**src/rtl/if_prefetch_queue.sv**
```systemverilog
// Instruction-fetch stage with a small prefetch FIFO feeding ID.
// Keeps fetching through ID stalls; redirects flush queue and in-flight fetch.
module if_prefetch_queue #(
    parameter int unsigned XLEN = 32,
    parameter int unsigned DEPTH = 4,
    parameter logic [XLEN-1:0] RESET_PC = '0,
    parameter int unsigned PC_STEP = 4,
    localparam int unsigned PW = $clog2(DEPTH),
    localparam int unsigned OW = $clog2(DEPTH + 1)
) (
    input  logic            clk,
    input  logic            reset,
    input  logic            control_j,
    input  logic [XLEN-1:0] pc_j,
    input  logic [XLEN-1:0] ins_data,
    input  logic            pipe_ready,
    output logic            ins_req,
    output logic [XLEN-1:0] ins_addr,
    output logic            pipe_valid,
    output logic [XLEN-1:0] pipe_pc,
    output logic [XLEN-1:0] pipe_pc4,
    output logic [XLEN-1:0] pipe_data,
    output logic [OW-1:0]   occupancy
);

    localparam logic [XLEN-1:0] STEP = XLEN'(PC_STEP);
    localparam logic [OW:0] DEPTH_W = (OW + 1)'(DEPTH);
    localparam logic [PW-1:0] LAST = PW'(DEPTH - 1);

    logic [XLEN-1:0] fetch_pc_q, fetch_pc_d;
    logic            inflight_q, inflight_d;
    logic [XLEN-1:0] inflight_pc_q, inflight_pc_d;
    logic [PW-1:0]   head_q, head_d;
    logic [PW-1:0]   tail_q, tail_d;
    logic [OW-1:0]   count_q, count_d;
    logic [XLEN-1:0] pc_mem_q [DEPTH];
    logic [XLEN-1:0] pc4_mem_q [DEPTH];
    logic [XLEN-1:0] data_mem_q [DEPTH];
    logic [OW:0]     credit;
    logic            push;
    logic            pop;

    function automatic logic [PW-1:0] wrap_inc(input logic [PW-1:0] p);
        return (p == LAST) ? '0 : p + 1'b1;
    endfunction

    // Credit counts the in-flight fetch so a returning response always has room.
    always_comb begin
        credit = {1'b0, count_q} + {{OW{1'b0}}, inflight_q};
        ins_req = !reset && !control_j && (credit < DEPTH_W);
        ins_addr = fetch_pc_q;
        push = inflight_q && !control_j;
        pop = pipe_valid && pipe_ready && !control_j;
        fetch_pc_d = fetch_pc_q;
        inflight_d = inflight_q;
        inflight_pc_d = inflight_pc_q;
        head_d = head_q;
        tail_d = tail_q;
        count_d = count_q;
        if (control_j) begin
            fetch_pc_d = pc_j;
            inflight_d = 1'b0;
            head_d = '0;
            tail_d = '0;
            count_d = '0;
        end else begin
            if (ins_req) begin
                fetch_pc_d = fetch_pc_q + STEP;
            end
            inflight_d = ins_req;
            inflight_pc_d = fetch_pc_q;
            if (push) begin
                tail_d = wrap_inc(tail_q);
            end
            if (pop) begin
                head_d = wrap_inc(head_q);
            end
            if (push && !pop) begin
                count_d = count_q + 1'b1;
            end else if (pop && !push) begin
                count_d = count_q - 1'b1;
            end
        end
    end

    always_ff @(posedge clk) begin
        if (reset) begin
            fetch_pc_q <= RESET_PC;
            inflight_q <= 1'b0;
            inflight_pc_q <= '0;
            head_q <= '0;
            tail_q <= '0;
            count_q <= '0;
            for (int i = 0; i < DEPTH; i++) begin
                pc_mem_q[i] <= '0;
                pc4_mem_q[i] <= '0;
                data_mem_q[i] <= '0;
            end
        end else begin
            fetch_pc_q <= fetch_pc_d;
            inflight_q <= inflight_d;
            inflight_pc_q <= inflight_pc_d;
            head_q <= head_d;
            tail_q <= tail_d;
            count_q <= count_d;
            if (push) begin
                pc_mem_q[tail_q] <= inflight_pc_q;
                pc4_mem_q[tail_q] <= inflight_pc_q + STEP;
                data_mem_q[tail_q] <= ins_data;
            end
        end
    end

    assign pipe_valid = (count_q != '0);
    assign pipe_pc = pc_mem_q[head_q];
    assign pipe_pc4 = pc4_mem_q[head_q];
    assign pipe_data = data_mem_q[head_q];
    assign occupancy = count_q;

endmodule

```
**config.mk**
```make
export PLATFORM = sky130hd
export DESIGN_NAME = if_prefetch_queue
export DESIGN_NICKNAME = d
export VERILOG_FILES = /design/src/rtl/if_prefetch_queue.sv
export SDC_FILE = /design/constraint.sdc
export NUM_CORES = 1
export LEC_CHECK = 0
export ABC_AREA = 1
export BUFFER_PORTS_ARGS = -buffer_cell sky130_fd_sc_hd__clkbuf_2
export CAP_MARGIN = 20
export CORE_MARGIN = 4
export CORE_UTILIZATION = 55
export CTS_CLUSTER_SIZE = 14
export DETAILED_ROUTE_END_ITERATION = 8
export HOLD_SLACK_MARGIN = 0.03
export PLACE_DENSITY = 0.76
export SETUP_SLACK_MARGIN = 0.4
export SLEW_MARGIN = 20
export SYNTH_ARGS = -nofsm -noshare
export SYNTH_HDL_FRONTEND = slang
export SYNTH_SLANG_ARGS = --single-unit
```
**constraint.sdc**
```tcl
create_clock -name clk -period 5.1 [get_ports clk]
set_clock_uncertainty 0.2 [all_clocks]
set_input_delay 0.765 -clock clk [delete_from_list [all_inputs] [get_ports clk]]
set_output_delay 0.765 -clock clk [all_outputs]
set_load 0.01 [all_outputs]
```
-- Yosys cells after proc, flatten, opt, wreduce, memory -nomap -nowiden
Memories as Yosys holds them, arrays and structs flattened. A register that Yosys moved wholly into a read port is not among the register bits.
Cells that the tools add are included.
Widths: inputs -> output; s select.
- ROM bits: 0
- memory bits (writable): 384
- latch bits: 0
- memories: 3
- logic and storage cells: 63
- input port bits: 68
- register bits: 72
- output and inout bits: 133
- memories (name ; depth ; width ; read ports ; clocked after Yosys merged registers in ; wr ports ; line ; RTL):
    data_mem_q ; 4 ; 32 ; 1 ; 1 ; 4 ; 38 ; logic [XLEN-1:0] data_mem_q [DEPTH];
    pc4_mem_q ; 4 ; 32 ; 1 ; 1 ; 4 ; 37 ; logic [XLEN-1:0] pc4_mem_q [DEPTH];
    pc_mem_q ; 4 ; 32 ; 1 ; 1 ; 4 ; 36 ; logic [XLEN-1:0] pc_mem_q [DEPTH];
- divide/modulo/power cells: 0
- mux-type cells: 26
- bitwise gates (word level): 0
- multiply operators: 0
- reductions and logical operators: 18
- add/sub/neg operators: 7
- shifts and indexed selects: 0
- $lt $le $gt $ge: 1
- equal/unequal tests: 2
- operator list (cell ; number):
    $mux 32 ; 5
    $reduce_or 32->1 ; 3
    $add 32x3->32 const B ; 2
    $mux 2 ; 11
    $mux 1 ; 8
    $logic_and 1x1->1 ; 7
    $mux 3 ; 2
    $add 2x1->2 const B ; 2
    $add 3x1->4 ; 1
    $eq 2x2->1 const B ; 2
    $logic_not 1->1 ; 4
    $lt 4x3->1 const B ; 1
    $reduce_bool 2->1 ; 2
    $add 3x1->3 const B ; 1
    $reduce_bool 3->1 ; 1
    $sub 3x1->3 const B ; 1
    $reduce_or 2->1 ; 1

-- Depth between registers and ports, before layout
Gate-level depths: netlist of the first run.
- word-level depth: 7
- mapped depth: 10
- mapped depth without buffers: 10

-- Worst setup path after synthesis of the first run
No wires, ideal clock.
- path kind: input -> register
- start point: input port control_j
- end point: memory data_mem_q[0][0], enable pin
- library setup time: 456 ps
- slack: 764 ps
- arrival time: 3680 ps
- stages: 9
- path buffers: 2
- data required time: 4444 ps
- cell sequence: nor2_4 -> inv_2 -> nor2_4 -> inv_2 -> nor2_2 -> nand2_1 -> buf_6 -> buf_4 -> nand2_1
- RTL lines (element ; line ; RTL):
    from (decl) ; 13 ; input logic control_j,
    to (decl) ; 38 ;

==> summary.txt, run 1 <==
Run status
  – Status: complete, no violations

Placed design
  – Dpl cell area: between 0.02 and 0.025 mm^2
  – HPWL after DPL: approximately 33 mm
  – PortBufs: 200
  – Final Wtd Congestion: 0.932
  – Pre-CTS WS: about 1.1 ns

Setup path
  – Critical path data arrival time: 2.90 ns
  – Critical path class: reg2out
  – Worst endpoint required time: about 4.1 ns
  – Worst Setup End Kind: output pin
  – R2R Setup Slk: 2.12 ns
  – Worst-path fanout max: 38
  – CP Launch Type: register

Synthesis
  – Yosys reg bits: 450
  – Syn avg cell area: between 9 and 10 um^2
  – Syn Inst Count: 2141
  – Synth Warn #: 0
  – Syn Nets: 2215
  – Cell variety after synth: 35
  – Seq/Total Area, Yosys: 0.632
  – Post-synthesis async set-or-reset flop share: 0
  – Main synth FF type: edfxtp_1
  – Cell area after synthesis: around 0.02 mm^2
  – Post-synth EDFFs: about 380

Route
  – ANT nets after route: 0
  – Remaining routing DRC violations: 0
  – Met2 WL post-DR: 26.3 mm
  – Via count: ~16k
  – Uppermost routed layer: met4
  – Final WL: roughly 55 mm
  – Routed len/inst: between 15 and 20 um
  – Starting DRT DRC Count: ~1.7k
  – Wl on met1: 21.8 mm
  – Post-DR vias/cell: slightly below 6
  – Met3 wire length: approximately 4.8 mm
  – Detailed Routing Iterations Pass 1: 6

Clock tree
  – H-tree lvl count: 2
  – CTS Buffer Depth: 3
  – Clk_lat worst skew: 0.55 ns
  – Clock sink count: 450
  – Clock-pin slew on the worst setup and hold paths: about 0.06 ns
  – Post-CTS resize count: 0
  – CTS tree: yes
  – CTS root buffer: clkbuf_16
  – CTS Hold Bufs: 0
  – Cts bufs inserted: 46
  – Setup bufs post-CTS: 0

Timing
  – Pins over their slew limit: 0
  – Final Hold Violating Endpoints: 0
  – Worst slew pin tran: about 1.1 ns
  – Final worst slack: 1.24 ns
  – Minimum clock period: 3.86 ns
  – Setup TNS: 0 ns
  – Final setup vio count: 0
  – Rel. slew slack: 0.252
  – FMAX: roughly 0.26 GHz
  – RSZ-0062 raised after global routing: no
  – Final period util: 0.758

Layout
  – Design area: about 0.023 mm^2
  – Layout Nets: between 2k and 2.5k
  – Fillers: roughly 2.9k
  – Layout cells sized above 1: 0.136
  – Area Overhead vs Synth: 14.1%
  – Diodes inserted: 0
  – Post-layout util: 0.643

Floorplan
  – I/O Pins: 201
  – Die width: 200 um
  – Initial core utilization: 0.563
  – Rows: slightly below 70
  – Core Area: around 0.036 mm^2
  – Die ar.: 0.0399 mm^2
  – Die height: around 200 um

Global routing
  – Vias in the first global route: 15.4k
  – Antenna violations before repair: 0
  – Sum of overflow across all layers after global routing: 0
  – Gr usage total: 0.265
  – Largest net degree at the start of global routing: 189
  – First-pass GRT wire length: around 84 mm

Power
  – NetSw: 1.90 mW
  – Clock power frac: 0.416
  – Pleak: around 9.2 nW
  – Power Internal: roughly 6.3 mW
  – Sw frac: 0.230
  – PwrDens: ~360 mW/mm^2
  – Overall power: 8.25 mW
  – Combinational Power Share: 0.072
  – Flop pwr share: 0.512
  – Max VDD drop: between 0.2 and 0.25 mV

Job
  – Number of max-cap violations: 0

Hold path
  – Hold WC Path Type: in2reg
==> metal layers <==
layer	vias up	GRT usage
met1	7661	0.364
met3	98	0.0383
met4	0	0.0785
met2	802	0.447
met5	-	0
li1	7535	-
==> synth_stat cells, types with 6 or more instances <==
master      n  area share
nor2_1    674        0.13
edfxtp_1  376        0.56
o21ai_0   232       0.057
nand2_1   203       0.038
inv_1     153       0.028
o22ai_1    94       0.029
nand3_1    80       0.020
dfxtp_1    74       0.073
clkbuf_1   72       0.013
buf_2      42       0.010
a21oi_1    39      0.0097
a211oi_1   25      0.0093
buf_4       9      0.0033
nand4_1     8      0.0025
a31oi_1     7      0.0022
nor3_1      7      0.0017
xor2_1      6      0.0026
==> cell families (layout without fill, tap and decap cells) <==
kind of cell,Yosys count,after routing,share of synthesized area
DFF,450,450,0.632
adders and majority gates,6,6,0.00408
xor gates and xnor gates,7,7,0.00303
AOI/OAI and AO/OA,405,405,0.111
buffers and inverters,286,468,0.0577
and+or+nand+nor,987,987,0.193
==> layout by cell type (no fill, tap or decap), drive strengths merged <==
master    synthesis  routed
nor2            681     681
clkbuf           72     261
bufinv            0       6
xnor2             1       1
o21bai            1       1
buf              57      26
dfxtp            74      74
a41oi             4       4
and2              2       2
o211a             1       1
nor3b             1       1
nand3            82      82
nand2           205     205
nand3b            1       1
a21oi            39      39
a31oi             7       7
a211oi           25      25
xor2              6       6
fa                1       1
o22ai            94      94
nor3              7       7
o21ai           232     232
clkinvlp          0       2
clkinv            2      18
inv             155     155
a22oi             2       2
ha                5       5
edfxtp          376     376
nand4             8       8
==> sequential cells by signal (all words and copies together), names as in the netlist, named ones only <==
name / count
data_mem_q: 128
head_q: 2
inflight_pc_q: 32
inflight_q: 1
ins_addr: 32
occupancy: 3
pc4_mem_q: 122
pc_mem_q: 126
tail_q: 2
==> metrics by stage <==
step                cells  hold WS (ns)
floorplan            2141         0.245
global placement     2698         0.259
detailed placement   2698         0.260
CTS                  2784         0.242
global route         2784         0.242
finish               2784         0.257
==> final timing paths <==
| check | startpoint | end | depth (start not counted) |
|---|---|---|---|
| hold reg to reg | inflight_pc_q[0] | inflight_pc_q[0] | 2 |
| hold / removal | pc_j[1] | ins_addr[1] | 3 |
| setup reg to reg | inflight_q | pc4_mem_q[1][27] | 7 |
| setup / recovery | register | pipe_pc4[9] | 5 |
==> power groups by stage <==
stage | registers, mW | logic (mW) | clock network, mW
global route | 4.23 | 0.655 | 3.61
CTS | 4.21 | 0.600 | 3.46
floorplan | 4.28 | 0.338 | 0
global placement | 4.29 | 0.586 | 0
finish | 4.22 | 0.598 | 3.43
detailed placement | 4.29 | 0.597 | 0
==> cell type report <==
cell class	instances	area, um^2	share of cell area
sequential	450	12800	0.554
multi-input combinational	1405	6330	0.274
clock buffer	62	1260	0.0545
timing repair buffer	225	1250	0.0542
inverter	157	596	0.0258
tap	461	577	0.0250
clock inverter	24	294	0.0127
==> worst max-delay path, stage by stage (launching register included) <==
cell      delay (ns)
dfxtp_2         0.74
clkinv_2        0.65
buf_4           0.47
o21ai_0         0.14
o22ai_1         0.15
clkbuf_2        0.16
Power figures use the tool's default switching activity.
==> run 2: changes to the inputs <==
Clock period 5.1 ns to 3.9 ns, I/O delays scaled along.
==> summary.txt, run 2 (synthesis gave the netlist of run 1 again) <==
Run status
  – Status: complete, no violations (unchanged)

Setup path
  – Critical path class: reg2out (unchanged)
  – Worst Setup End Kind: output pin (unchanged)
  – Worst-path fanout max: 188 (was 38)
  – Worst endpoint required time: 3.12 ns (was 4.14 ns)
  – R2R Setup Slk: 1.28 ns (was 2.12 ns)
  – CP Launch Type: register (unchanged)
  – Critical path data arrival time: 2.40 ns (was 2.90 ns)

Global routing
  – First-pass GRT wire length: 83.5 mm (was 83.6 mm)
  – Largest net degree at the start of global routing: 189 (unchanged)
  – Sum of overflow across all layers after global routing: 0 (unchanged)
  – Antenna violations before repair: 0 (unchanged)
  – Gr usage total: 0.267 (was 0.265)
  – Vias in the first global route: 15.3k (was 15.4k)

Floorplan
  – Initial core utilization: 0.563 (unchanged)
  – Die ar.: 0.0399 mm^2 (unchanged)
  – Core Area: 0.0359 mm^2 (unchanged)
  – Rows: 69 (unchanged)
  – Die height: 200 um (unchanged)
  – I/O Pins: 201 (unchanged)
  – Die width: 200 um (unchanged)

Layout
  – Diodes inserted: 0 (unchanged)
  – Commonest cells after routing, fill and taps aside: 674 x nor2_1, 376 x edfxtp_1, 232 x o21ai_0, 199 x nand2_1, 199 x clkbuf_2 (was 674 x nor2_1, 376 x edfxtp_1, 232 x o21ai_0, 200 x clkbuf_2, 199 x nand2_1)
  – Largest Register: data_mem_q (unchanged)
  – Top Registers: data_mem_q (128), pc_mem_q (126), pc4_mem_q (122) (unchanged)
  – Layout cells sized above 1: 0.133 (was 0.136)
  – Commonest non-fill, non-tap cell in the layout: nor2_1 (unchanged)
  – Area Overhead vs Synth: 13.8% (was 14.1%)
  – Max reg flops: 128 (unchanged)
  – Layout Nets: 2359 (unchanged)

Placed design
  – PortBufs: 200 (unchanged)
  – HPWL after DPL: 32.5 mm (was 33.4 mm)
  – Pre-CTS WS: 0.920 ns (was 1.10 ns)
  – Final Wtd Congestion: 0.930 (was 0.932)

Timing
  – Rel. slew slack: 0.287 (was 0.252)
  – Minimum clock period: about 3.2 ns
  – Final setup vio count: 0 (unchanged)
  – Pins over their slew limit: 0 (unchanged)
  – Worst slew pin tran: 1.07 ns (was 1.12 ns)
  – Hold slack: 0.0703 ns (was 0.257 ns)
  – Setup TNS: 0 ns (unchanged)
  – FMAX: between 0.3 and 0.4 GHz
  – RSZ-0062 raised after global routing: no (unchanged)
  – Final worst slack: 0.717 ns (was 1.24 ns)
  – Final Hold Violating Endpoints: 0 (unchanged)
  – Final period util: 0.816

Route
  – Remaining routing DRC violations: 0 (unchanged)
  – Post-DR vias/cell: 5.78 (about the same)
  – Detailed Routing Iterations Pass 1: 5 (was 6)
  – Uppermost routed layer: met4 (unchanged)
  – Routed len/inst: 19.5 um (was 19.6 um)
  – Final WL: 54.3 mm (was 54.5 mm)
  – Wl on met1: 22.1 mm (was 21.8 mm)
  – Starting DRT DRC Count: 1680 (was 1675)
  – Met3 wire length: 4.94 mm (was 4.76 mm)
  – Met2 WL post-DR: 25.7 mm (was 26.3 mm)
  – ANT nets after route: 0 (unchanged)
  – Via count: 16.1k (about the same)

Clock tree
  – Clock sink count: 450 (unchanged)
  – H-tree lvl count: 2 (unchanged)
  – Clock-pin slew on the worst setup and hold paths: 0.06 ns (about the same)
  – Post-CTS resize count: 0 (unchanged)
  – CTS root buffer: clkbuf_16 (unchanged)
  – Cts bufs inserted: 46 (unchanged)
  – CTS tree: yes (unchanged)
  – CTS Buffer Depth: 3 (unchanged)
  – Clk_lat worst skew: 0.55 ns (about the same)
  – Setup bufs post-CTS: 0 (unchanged)
  – CTS Hold Bufs: 0 (unchanged)

Hold path
  – Hold WC Path Type: in2reg (unchanged)

Power
  – Pleak: 9.13 nW (was 9.18 nW)
  – Max VDD drop: 0.276 mV (was 0.234 mV)
  – PwrDens: 453 mW/mm^2 (was 357 mW/mm^2)

Job
  – Number of max-cap violations: 0 (unchanged)
run 2: changes by cell type in the layout (fill, tap and decap cells not counted), sizes merged:
cell    delta
clkinv     -4
bufinv     -4
clkbuf     +4
inv        +2
run 2: area by class of cell:
class | count | area [um^2]
multi-input cells | 1405 | 6330
inverters | 157 | 596
clock inverters | 18 | 155
repair buffers | 225 | 1330
fillers | 2868 | 12900
flip-flops and latches | 450 | 12800
clock buffers | 66 | 1250
well taps | 461 | 577
run 2: final timing paths:
kind                         start          endpoint  cells after the start
setup / recovery          register       pipe_pc[31]                      4
hold / removal             pc_j[1]       ins_addr[1]                      3
setup reg to reg  inflight_pc_q[2]  pc4_mem_q[2][14]                      9
hold reg to reg       occupancy[2]      occupancy[2]                      1
run 2: per-stage QoR:
stage | area, um^2 | utilization | std cells | power, mW
floorplan | 20200 | - | 2141 | 6.03
global placement | 21600 | 0.602 | 2698 | 6.38
detailed placement | 21600 | 0.602 | 2698 | 6.40
CTS | 23000 | 0.641 | 2782 | 10.5
global route | 23000 | 0.641 | 2782 | 10.8
finish | 23000 | 0.641 | 2782 | 10.4
run 2: power breakdown:
group          switching [mW]  internal [mW]  total (mW)
sequential              0.117           5.40        5.52
clock                    1.76           2.36        4.12
combinational           0.554          0.234       0.788
run 2: worst max-delay path, cell delays in order, from the launching register on:
cell	delay, ns
dfxtp_4	0.37
buf_12	0.44
o21ai_0	0.20
o22ai_1	0.38
clkbuf_2	0.21
run 2: per-layer routing:
| layer | up-vias | global-route usage |
|---|---|---|
| li1 | 7544 | - |
| met1 | 7623 | 0.377 |
| met2 | 820 | 0.431 |
| met3 | 100 | 0.0415 |
| met4 | 0 | 0.0886 |
| met5 | - | 0 |
